File: src/rtl/rtc_pkg.sv
// Shared time-of-day types and limits for the RTC counter and its alarm channels.
package rtc_pkg;

    localparam int HOURS_PER_DAY = 24;
    localparam int MIN_PER_HOUR  = 60;
    localparam int ORE_W         = 5;
    localparam int MIN_W         = 6;

    typedef struct packed {
        logic [ORE_W-1:0] ore;
        logic [MIN_W-1:0] minute;
    } hm_t;

    // True when the value names a real wall-clock time (00:00 .. 23:59).
    function automatic logic hm_valid(input hm_t t);
        return (t.ore < ORE_W'(HOURS_PER_DAY)) && (t.minute < MIN_W'(MIN_PER_HOUR));
    endfunction

endpackage

File: src/rtl/rtc_alarm_slot.sv
// One alarm channel: stored time/enable, match compare on minute advances,
// a one-cycle match pulse and a sticky hit flag.
module rtc_alarm_slot
    import rtc_pkg::*;
(
    input  logic clock,
    input  logic reset,
    input  logic i_we,
    input  hm_t  i_wr_time,
    input  logic i_wr_en,
    input  logic i_clr,
    input  logic i_adv,
    input  hm_t  i_new_time,
    output logic o_pulse,
    output logic o_hit
);

    hm_t  r_alarm;
    logic r_en;
    logic r_pulse;
    logic r_hit;
    logic w_match;

    // Compare uses the stored value, so a write on an advance edge affects only later minutes.
    assign w_match = i_adv && r_en && hm_valid(r_alarm) && (r_alarm == i_new_time);

    always_ff @(posedge clock or negedge reset) begin
        if (!reset) begin
            r_alarm <= '0;
            r_en    <= 1'b0;
            r_pulse <= 1'b0;
            r_hit   <= 1'b0;
        end else begin
            r_pulse <= w_match;
            if (w_match) begin
                r_hit <= 1'b1;
            end else if (i_clr) begin
                r_hit <= 1'b0;
            end
            if (i_we) begin
                r_alarm <= i_wr_time;
                r_en    <= i_wr_en;
            end
        end
    end

    assign o_pulse = r_pulse;
    assign o_hit   = r_hit;

endmodule

File: src/rtl/rtc_alarm_counter.sv
// Time-of-day counter (hh:mm) with programmable prescaler, prioritised range-checked
// load ports, minute/day event pulses and N minute-resolution alarm channels.
module rtc_alarm_counter
    import rtc_pkg::*;
#(
    parameter int TICKS_PER_MIN = 64,
    parameter int N_ALARMS      = 2,
    parameter int PS_W          = $clog2(TICKS_PER_MIN),
    parameter int IDX_W         = (N_ALARMS > 1) ? $clog2(N_ALARMS) : 1
) (
    input  logic                clock,
    input  logic                reset,
    input  logic                tick_en,
    input  logic                load_1,
    input  logic [ORE_W-1:0]    timp_ore1,
    input  logic [MIN_W-1:0]    timp_minute1,
    input  logic                load_2,
    input  logic [ORE_W-1:0]    timp_ore2,
    input  logic [MIN_W-1:0]    timp_minute2,
    input  logic                alarm_we,
    input  logic [IDX_W-1:0]    alarm_idx,
    input  logic [ORE_W-1:0]    alarm_ore,
    input  logic [MIN_W-1:0]    alarm_minute,
    input  logic                alarm_en,
    input  logic [N_ALARMS-1:0] alarm_clr,
    output logic [ORE_W-1:0]    ore,
    output logic [MIN_W-1:0]    minute,
    output logic                minute_tick,
    output logic                day_tick,
    output logic                load_err,
    output logic [N_ALARMS-1:0] alarm_pulse,
    output logic [N_ALARMS-1:0] alarm_hit
);

    logic [PS_W-1:0] r_ps;
    hm_t             r_time;
    logic            r_minute_tick;
    logic            r_day_tick;
    logic            r_load_err;

    hm_t  w_load_time;
    logic w_load_any;
    logic w_load_ok;
    logic w_ps_term;
    logic w_adv;
    logic w_day_wrap;
    hm_t  w_next_time;
    hm_t  w_alarm_wr_time;

    // load_1 wins outright; an invalid load_1 does not fall back to load_2.
    assign w_load_any  = load_1 | load_2;
    assign w_load_time = load_1 ? hm_t'{ore: timp_ore1, minute: timp_minute1}
                                : hm_t'{ore: timp_ore2, minute: timp_minute2};
    assign w_load_ok   = hm_valid(w_load_time);

    assign w_ps_term  = (r_ps == PS_W'(TICKS_PER_MIN - 1));
    assign w_adv      = !w_load_any && tick_en && w_ps_term;
    assign w_day_wrap = (r_time.ore == ORE_W'(HOURS_PER_DAY - 1)) &&
                        (r_time.minute == MIN_W'(MIN_PER_HOUR - 1));

    always_comb begin
        w_next_time = r_time;
        if (r_time.minute == MIN_W'(MIN_PER_HOUR - 1)) begin
            w_next_time.minute = '0;
            if (r_time.ore == ORE_W'(HOURS_PER_DAY - 1)) begin
                w_next_time.ore = '0;
            end else begin
                w_next_time.ore = r_time.ore + ORE_W'(1);
            end
        end else begin
            w_next_time.minute = r_time.minute + MIN_W'(1);
        end
    end

    always_ff @(posedge clock or negedge reset) begin
        if (!reset) begin
            r_ps          <= '0;
            r_time        <= '0;
            r_minute_tick <= 1'b0;
            r_day_tick    <= 1'b0;
            r_load_err    <= 1'b0;
        end else begin
            r_minute_tick <= 1'b0;
            r_day_tick    <= 1'b0;
            r_load_err    <= 1'b0;
            if (w_load_any) begin
                if (w_load_ok) begin
                    r_time <= w_load_time;
                    r_ps   <= '0;
                end else begin
                    r_load_err <= 1'b1;
                end
            end else if (tick_en) begin
                if (w_ps_term) begin
                    r_ps          <= '0;
                    r_time        <= w_next_time;
                    r_minute_tick <= 1'b1;
                    r_day_tick    <= w_day_wrap;
                end else begin
                    r_ps <= r_ps + PS_W'(1);
                end
            end
        end
    end

    assign ore         = r_time.ore;
    assign minute      = r_time.minute;
    assign minute_tick = r_minute_tick;
    assign day_tick    = r_day_tick;
    assign load_err    = r_load_err;

    assign w_alarm_wr_time = hm_t'{ore: alarm_ore, minute: alarm_minute};

    // Indices with no matching channel simply select nothing.
    for (genvar k = 0; k < N_ALARMS; k++) begin : g_slot
        logic w_we;
        assign w_we = alarm_we && (alarm_idx == IDX_W'(k));

        rtc_alarm_slot u_slot (
            .clock      (clock),
            .reset      (reset),
            .i_we       (w_we),
            .i_wr_time  (w_alarm_wr_time),
            .i_wr_en    (alarm_en),
            .i_clr      (alarm_clr[k]),
            .i_adv      (w_adv),
            .i_new_time (w_next_time),
            .o_pulse    (alarm_pulse[k]),
            .o_hit      (alarm_hit[k])
        );
    end

endmodule
File: config.mk
export PLATFORM = sky130hd
export DESIGN_NAME = rtc_alarm_counter
export DESIGN_NICKNAME = d
export VERILOG_FILES = /design/src/rtl/rtc_pkg.sv /design/src/rtl/rtc_alarm_slot.sv /design/src/rtl/rtc_alarm_counter.sv
export SDC_FILE = /design/constraint.sdc
export NUM_CORES = 1
export LEC_CHECK = 0
export ABC_AREA = 1
export CAP_MARGIN = 10
export CORE_MARGIN = 2
export CORE_UTILIZATION = 38
export DETAILED_ROUTE_END_ITERATION = 16
export PLACE_DENSITY_LB_ADDON = 0.3
export SLEW_MARGIN = 15
export SYNTH_ARGS = -nofsm -noshare
export SYNTH_HDL_FRONTEND = slang
export SYNTH_SLANG_ARGS = --single-unit
File: constraint.sdc
create_clock -name clock -period 2.2 [get_ports clock]
set_input_delay 0.66 -clock clock [delete_from_list [all_inputs] [get_ports clock]]
set_output_delay 0.66 -clock clock [all_outputs]
set_load 0.01 [all_outputs]
# --- After elaboration in Yosys (flattened, before gate mapping) ---
# Index checks and enable logic that the tools add are counted.
word_totals:
  ff_bits: 48
  output_inout_bits: 18
  wordCells: 78
  inputBits: 43
classes:
  n_eq_ne: 6
  bitwise: 2
  add_sub_neg: 3
  n_reduce_logical: 21
  n_mux: 24
  magnitude_cmp: 6
op_table:
  columns: ["operator", "n"]
  rows:
  - ["11-bit 2-to-1 mux", 5]
  - ["6-bit 2-to-1 mux", 5]
  - ["11-bit == test", 2]
  - ["6-bit < comparator (second input constant)", 3]
  - ["5-bit < comparator (second input constant)", 3]
  - ["1-bit logical AND", 14]
  - ["6-bit by 1-bit adder with 6-bit output (second input constant)", 2]
  - ["6-bit == test (second input constant)", 2]
  - ["1-bit 2-to-1 mux", 12]
  - ["5-bit 2-to-1 mux", 2]
  - ["2-bit nonzero test", 4]
  - ["5-bit by 1-bit adder with 5-bit output (second input constant)", 1]
  - ["5-bit == test (second input constant)", 1]
  - ["3-bit AND reduction", 1]
  - ["2-bit by 1-bit != test with 1-bit output (second input constant)", 1]
  - ["2-bit AND reduction", 1]
  - ["1-bit logical NOT", 1]
  - ["1-bit inverter", 1]
  - ["1-bit OR", 1]

# --- Logic depth before layout (Yosys ltp) ---
# Gate-level depths: netlist of the first run.
depth:
  ltp_word: 8
  mapped_depth: 13
  mapped_depth_nobuf: 13

# --- Hierarchy ---
# A second synthesis of the first run with hierarchy kept.
hier_totals:
  hier_cells: 449
  area_unflattened_um2: 2977.9
modules_own_cells:
  columns: ["module", "seq_area_each_um2", "n_inst", "area_per_inst_um2", "cells_per_inst"]
  rows:
  - ["rtc_alarm_counter", 500.5, 1, 1496.4, 241]
  - ["rtc_alarm_slot", 350.3, 2, 740.7, 104]

# --- Worst setup path before layout of the first run ---
# Ideal clock, no wire load.
synth_timing:
  path_type: "input to register"
  startpoint: "in load_1"
  endpoint: "reg r_time (netlist bit ore[0])"
  setup_ns: 0.074
  required_time_ns: 2.126
  path_buffers: 2
  t_arrival_ns: 1.627
  slack_ns: 0.499
  path_stages: 10
  cell_sequence: "buf_6 > or2_1 > o21ai_2 > nor2_2 > nand3_2 > nand3_4 > nand2_4 > buf_8 > nand3_1 > o21ai_2"
synth_via:
  elab_chain_len: 5
  word_cells_on_any_way: 11
  cone_classes: "order compare: 2; eq/ne: 1; mux: 3; bitwise: 1; reduce/logical: 4"
synth_lines:
  columns: ["item", "line_no", "source"]
  rows:
  - ["start: declaration", "rtc_alarm_counter.sv:14", "input logic load_1,"]
  - ["11-bit 2-to-1 mux", "rtc_alarm_counter.sv:52", "assign w_load_time = load_1 ? hm_t'{ore: timp_ore1, minute: timp_minute1}"]
  - ["6-bit < comparator / 5-bit < comparator (equally long branches)", "rtc_pkg.sv:16", "return (t.ore < ORE_W'(HOURS_PER_DAY)) && (t.minute < MIN_W'(MIN_PER_HOUR));"]
  - ["1-bit logical AND", "rtc_pkg.sv:16", null]
  - ["2-bit by 1-bit != test with 1-bit output (no source line)", null, null]
  - ["3-bit AND reduction (no source line)", null, null]
  - ["end signal: assignment", "rtc_alarm_counter.sv:88", "r_time <= w_load_time;"]
  - ["end signal: assignment", "rtc_alarm_counter.sv:96", "r_time <= w_next_time;"]
  - ["end: declaration", "rtc_alarm_counter.sv:36", "hm_t r_time;"]
# Parallel ways exist; a longest one is shown, timed or not. The select of a mux whose other input is x is not followed.
# A chain may end at the register's enable or synchronous reset.

# --- Worst setup path after layout of the first run ---
layout_timing:
  startpoint: "reg r_time (netlist bit minute[2])"
  endpoint: "out minute[2]"
layout_lines:
  columns: ["item", "line_no", "source"]
  rows:
  - ["end: declaration", "rtc_alarm_counter.sv:27", "output logic [MIN_W-1:0] minute,"]
# No word-level cell between the ends.

==> results of run 1 <==
==> registers in the layout, summed over array words and instances (netlist names) <==
| register | flops |
|---|---|
| day_tick | 1 |
| g_slot.u_slot.o_hit | 2 |
| g_slot.u_slot.o_pulse | 2 |
| g_slot.u_slot.r_alarm | 22 |
| g_slot.u_slot.r_en | 2 |
| load_err | 1 |
| minute | 6 |
| minute_tick | 1 |
| ore | 5 |
| r_ps | 6 |
==> cell usage in the layout, fill, tap and decap left out, types with 3 or more instances in the layout <==
cell,n
nand2_1,147
clkbuf_8,5
clkdlybuf4s50_1,59
nand2_4,3
a21oi_1,8
dfrtp_1,48
o21ai_2,3
nand3_1,46
o21ai_0,45
inv_1,48
ha_1,3
nand3b_1,9
nor3_1,3
nor2_1,26
buf_4,20
nand4_1,8
==> cell families after synthesis <==
| logic type | Yosys count | synth area share |
|---|---|---|
| AND/OR/NAND/NOR | 256 | 0.378 |
| buffers and inverters | 67 | 0.102 |
| AO/OA/AOI/OAI | 63 | 0.111 |
| flip-flops | 48 | 0.382 |
| XOR/XNOR | 4 | 0.0111 |
| adder cells (fa/ha/maj) | 3 | 0.0119 |
| multiplexers | 1 | 0.00358 |
==> through the flow <==
stage	TNS [ns]	hold slack, ns
global placement	-0.920	0.465
global route	0	0.312
floorplan	0	0.364
CTS	0	0.295
detailed placement	-1.97	0.473
finish	0	0.283
==> worst min path at each step <==
| stage | endpoint | slack (ns) |
|---|---|---|
| 2_1_floorplan | day_tick | 0.36 |
| 3_3_place_gp | g_slot[0].u_slot.o_hit | 0.46 |
| 3_5_place_dp | g_slot[1].u_slot.r_en | 0.47 |
| 4_1_cts | ore[3] | 0.29 |
| 5_1_grt | ore[3] | 0.31 |
| 6_report | ore[3] | 0.28 |
==> layer usage <==
layer / wire length (microns) / global-route usage
met3: 443 / 0.0327
met4: 117 / 0.0556
met2: 3430 / 0.285
met5: 0 / 0
met1: 3790 / 0.254
==> where the power goes <==
| part | switching [W] | internal, W |
|---|---|---|
| logic | 0.000497 | 0.000402 |
| registers | 0.000126 | 0.000980 |
| clock network | 0.000325 | 0.000234 |
| total | 0.000949 | 0.00162 |
==> area by class of cell <==
type	instances	area share
repair buffers	81	0.191
well taps	105	0.0328
flip-flops and latches	48	0.300
clock buffers	5	0.0172
multi-input cells	327	0.405
clock inverters	3	0.00656
inverters	51	0.0481
==> cell usage after synthesis (all sizes together) <==
master / n / area (sq um)
a31oi: 1 / 6.26
buf: 11 / 110
nor2: 31 / 153
clkbuf: 5 / 18.8
a21boi: 2 / 15.0
nand3b: 9 / 67.6
a21oi: 8 / 40.0
o21bai: 1 / 11.3
nand2: 153 / 618
o211ai: 2 / 15.0
mux2: 1 / 11.3
nand3: 49 / 268
o21ai: 48 / 252
clkinv: 1 / 5.00
nand4: 8 / 50.1
or2: 3 / 18.8
a31o: 1 / 8.76
inv: 50 / 188
xor2: 2 / 17.5
xnor2: 2 / 17.5
dfrtp: 48 / 1200
nor3: 3 / 15.0
ha: 3 / 37.5
==> summary.md, run 1 <==
| Metric | Value |
|---|---|
| Worst Setup End Kind | output pin |
| Worst-case reg-to-reg path depth | 12 |
| Placed cells | 612 |
| Antenna Diode Count | 0 |
| Final core occ | 0.493 |
| Syn Area/Cell | 7.11 sq um |
| Crit-path cells | clkdlybuf4s50_1 |
| Dpl ws | -0.162 ns |
| Syn Inst Count | 442 |
| Root Buffer | clkbuf_8 |
| Worst-margin pin slew | around 0.43 ns |
| CP arrival | 1.39 ns |
| Die area | 9020 sq um |
| First-pass GRT wire length | 13.0 mm |
| Unrepaired setup endpoints after global routing | false |
| Post-Syn Nets | 488 |
| Peak VDD IR | 261 uV |
| Clock Latency Late Sink | between 0.3 and 0.4 ns |
| Post-synth cell types | 37 |
| GR Util All Layers | 0.181 |
| Buffer count from post-CTS setup fixing | 0 |
| Worst-path clk slew | 0.09 ns |
| Delay-heaviest family, CP | buffers and inverters |
| FILL cells | 816 |
| First-iteration detailed-routing DRC count | 165 |
| Tmin final | 2.05 ns |
| CP bufs+invs | 1 |
| Total core area | 8130 sq um |
| Final Hold Vio Count | 0 |
| Multi-input gate area | around 1600 sq um |
| Fmax achieved | 0.487 GHz |
| Skew final | 0.0132 ns |
| Nets | between 500 and 600 |
| FF/Latch Area | 1200 sq um |
| Number of global-route vias before repair | 2839 |
| Initial antenna violation count | 0 |
| # setup viols final | 0 |
| Final Wtd Congestion | 0.892 |
| Longest Clk Path Bufs | 2 |
| Ports | 61 |
| Gr ovfl total | 0 |
| Wirelength, routed | 7.79 mm |
| Min-Delay Path Class | input port to async pin |
| Maxcap violations | 0 |
| Final worst slack | 0.145 ns |
| Via count | 3019 |
| Share of cells above drive strength 1 | 0.107 |
| Delay of the slowest critical-path stage | 0.60 ns |
| Data required time of the worst path | 1.54 ns |
| Worst Setup Start Kind | flip-flop |
| Placed Instance Area | 3910 sq um |
| CTS resizes | 0 |
| Run status | finished clean |
| Vias per std cell | approximately 4.9 |
| Die Wd | 95.0 microns |
| First drt pass iteration count | 4 |
| DP HPWL | 6.17 mm |
| Largest net degree at the start of global routing | 31 |
| CTS buffer count | 5 |
| Cell Pwr Density | 640 nW/um^2 |
| Mapped Area | 3140 sq um |
| Critical Path Source | minute[2] |
| Crit path max fanout | 6 |
| P&R area growth vs syn | 27.5% |
| Finished Cell Area | ~4000 sq um |
| DRC errors left | 0 |
| H-tree depth | 2 |
| CTS Hold Bufs | 0 |
| Post-route ant nets | 0 |
| WS Path Type | flip-flop to output pin |
| Post-route insts no fill | 620 |
| Critical Path End | minute[2] |
| Die Y | 95.0 microns |
| Number of port buffers | 60 |
| Synthesis Warnings | 0 |
| Cell Rows | 33 |
| Total power | approximately 0.0026 W |
| CP max-delay cell | clkdlybuf4s50_1 |
| Starting density of the core | 0.387 |
| CTS tree | yes |
| Fin crit share | 0.934 |
| WP depth | 1 |
| Crit Reg-Reg Startpoint | minute[1] |
| Synth Register Bits | 48 |
| Leakage | 2.00 nW |
| Max-slew violation count | 0 |
| Setup slack, reg-to-reg | 0.20 ns |
| Sequential area share after synthesis | 0.382 |
| Wire length per cell | 12.6 microns |
| Worst reg2reg endpoint | g_slot[0].u_slot.o_hit |
| Clock Sinks | 48 |
| Relative slew slack | 0.710 |
No activity file was read; power rests on OpenSTA's default activity.
==> inputs of run 2 (changes only) <==
--- a/config.mk
+++ b/config.mk
@@ -8,8 +8,9 @@
 export ABC_AREA = 1
 export CAP_MARGIN = 10
 export CORE_MARGIN = 2
-export CORE_UTILIZATION = 38
+export CORE_UTILIZATION = 30
 export DETAILED_ROUTE_END_ITERATION = 16
+export DONT_BUFFER_PORTS = 1
 export PLACE_DENSITY_LB_ADDON = 0.3
 export SLEW_MARGIN = 15
 export SYNTH_ARGS = -nofsm -noshare
==> summary.md, run 2 (synthesis gave the netlist of run 1 again) <==
| Metric | Value |
|---|---|
| Largest register by flop count | g_slot.u_slot.r_alarm |
| Post-route ant nets | 0 |
| Vias per std cell | 4.80 |
| CTS Hold Bufs | 0 |
| Crit path max fanout | 5 |
| Maxcap violations | 0 |
| Longest Clk Path Bufs | 2 |
| CTS buffer count | 5 |
| Fmax achieved | 0.519 GHz |
| CP arrival | 2.19 ns |
| Die area | 11300 sq um |
| First-iteration detailed-routing DRC count | 249 |
| # setup viols final | 0 |
| Share of cells above drive strength 1 | 0.0845 |
| GR Util All Layers | 0.152 |
| Max-slew violation count | 0 |
| Die Wd | 106 microns |
| Final Hold Vio Count | 0 |
| Unrepaired setup endpoints after global routing | false |
| Buffer count from post-CTS setup fixing | 0 |
| Worst-margin pin slew | a little over 0.7 ns |
| DP HPWL | between 6 and 7 mm |
| Skew final | 0.0142 ns |
| Wirelength, routed | 8.08 mm |
| Initial antenna violation count | 0 |
| Relative slew slack | 0.527 |
| Worst Setup End Kind | flip-flop |
| Most common cell after layout, fill and taps aside | nand2_1 |
| Worst-path clk slew | between 0.1 and 0.15 ns |
| Die Y | 106 microns |
| Run status | finished clean |
| Largest net degree at the start of global routing | 49 |
| Tmin final | a little under 2 ns |
| Clock Latency Late Sink | 0.31 ns |
| Root Buffer | clkbuf_8 |
| Gr ovfl total | 0 |
| P&R area growth vs syn | 6.65% |
| Setup TNS | 0 ns |
| Finished Cell Area | 3350 sq um |
| Cell Rows | 37 |
| Cell Pwr Density | about 780 nW/um^2 |
| Peak VDD IR | 262 uV |
| Final Wtd Congestion | between 0.8 and 0.9 |
| Total core area | just over 10000 sq um |
| DRC errors left | 0 |
| WS Path Type | flip-flop to flip-flop |
| Clock Sinks | 48 |
| Starting density of the core | 0.307 |
| Wire length per cell | roughly 14 microns |
| Leakage | 1.70 nW |
| First drt pass iteration count | 4 |
| Placed Instance Area | 3220 sq um |
| Nets | 483 |
| Fin crit share | 0.876 |
| Largest register FFs | 22 |
| First-pass GRT wire length | 13.6 mm |
| Antenna Diode Count | 0 |
| Min-Delay Path Class | input port to async pin |
| Data required time of the worst path | about 2.5 ns |
| H-tree depth | 2 |
| Number of port buffers | 0 |
| Worst Setup Start Kind | flip-flop |
| FILL cells | 1111 |
| CTS resizes | 0 |
| Ports | between 60 and 70 |
| CTS tree | yes |
| Number of global-route vias before repair | 2616 |
| Commonest non-fill, non-tap cells in the layout | nand2_1, inv_1, dfrtp_1, nand3_1, o21ai_0 |
| Via count | 2755 |
run 2: changes by cell type in the layout (fill, tap and decap cells not counted), sizes merged:
| cell | before | now |
|---|---|---|
| clkdlybuf4s50 | 59 | 0 |
| clkinv | 2 | 1 |
| bufinv | 0 | 2 |
| buf | 22 | 4 |
| inv | 52 | 51 |
run 2: critical path: stages, from the launching register on:
cell and delay [ns]:
dfrtp_1 0.37, ha_1 0.25, nand2_1 0.08, o21ai_0 0.38, nand2_1 0.20, nand2_1 0.13
nand2_1 0.06, nor2_1 0.15, nand2_1 0.07, nor2_1 0.10, nand2_1 0.06, nand2_1 0.05
run 2: where the power goes:
part	leakage [nW]	switching (W)	internal [W]
clock network	0.0687	0.000338	0.000458
registers	0.609	0.000134	0.000980
logic	1.02	0.000464	0.000255
total	1.70	0.000936	0.00169
run 2: final timing paths:
path	from	end	slack [ns]	depth (start not counted)
min in group clock	alarm_clr[1]	g_slot[1].u_slot.o_hit	0.47	3
max in group asynchronous	reset	minute[1]	2.07	0
max	minute[0]	g_slot[0].u_slot.o_hit	0.27	11
min	reset	minute_tick	0.03	0
max reg2reg	minute[0]	g_slot[0].u_slot.o_hit	0.27	11
min reg2reg	g_slot[1].u_slot.r_en	g_slot[1].u_slot.r_en	0.49	2
run 2: layout make-up:
class,instances,area (sq um),area share
multi-input combinational,327,1620,0.484
sequential,48,1200,0.358
inverter,51,193,0.0575
tap,136,170,0.0507
clock buffer,5,68.8,0.0205
clock inverter,3,68.8,0.0205
timing repair buffer,4,30.0,0.00896
run 2: layer usage:
layer	part of all wire	track usage
met5	0	0
met4	0.017	0.0498
met3	0.060	0.0288
met2	0.43	0.232
met1	0.49	0.216
run 2: through the flow:
| stage | instances | utilization | hold WS, ns | setup WS, ns | total power [W] |
|---|---|---|---|---|---|
| 6_report | 574 | 0.328 | 0.0304 | 0.273 | 0.00263 |
| 3_3_place_gp | 566 | 0.314 | 0.367 | 0.245 | 0.00184 |
| 4_1_cts | 574 | 0.328 | 0.0160 | 0.288 | 0.00265 |
| 5_1_grt | 574 | 0.328 | 0.00947 | 0.0382 | 0.00282 |
| 3_5_place_dp | 566 | 0.314 | 0.367 | 0.207 | 0.00185 |
| 2_1_floorplan | 442 | - | 0.364 | 0.499 | 0.00166 |
==> inputs of run 3 (changes only) <==
--- a/config.mk
+++ b/config.mk
@@ -9,6 +9,7 @@
 export CAP_MARGIN = 10
 export CORE_MARGIN = 2
 export CORE_UTILIZATION = 30
+export CTS_CLUSTER_SIZE = 40
 export DETAILED_ROUTE_END_ITERATION = 16
 export DONT_BUFFER_PORTS = 1
 export PLACE_DENSITY_LB_ADDON = 0.3
==> results of run 3 <==
The final DEF is identical to that of run 2; final timing and power are the same.
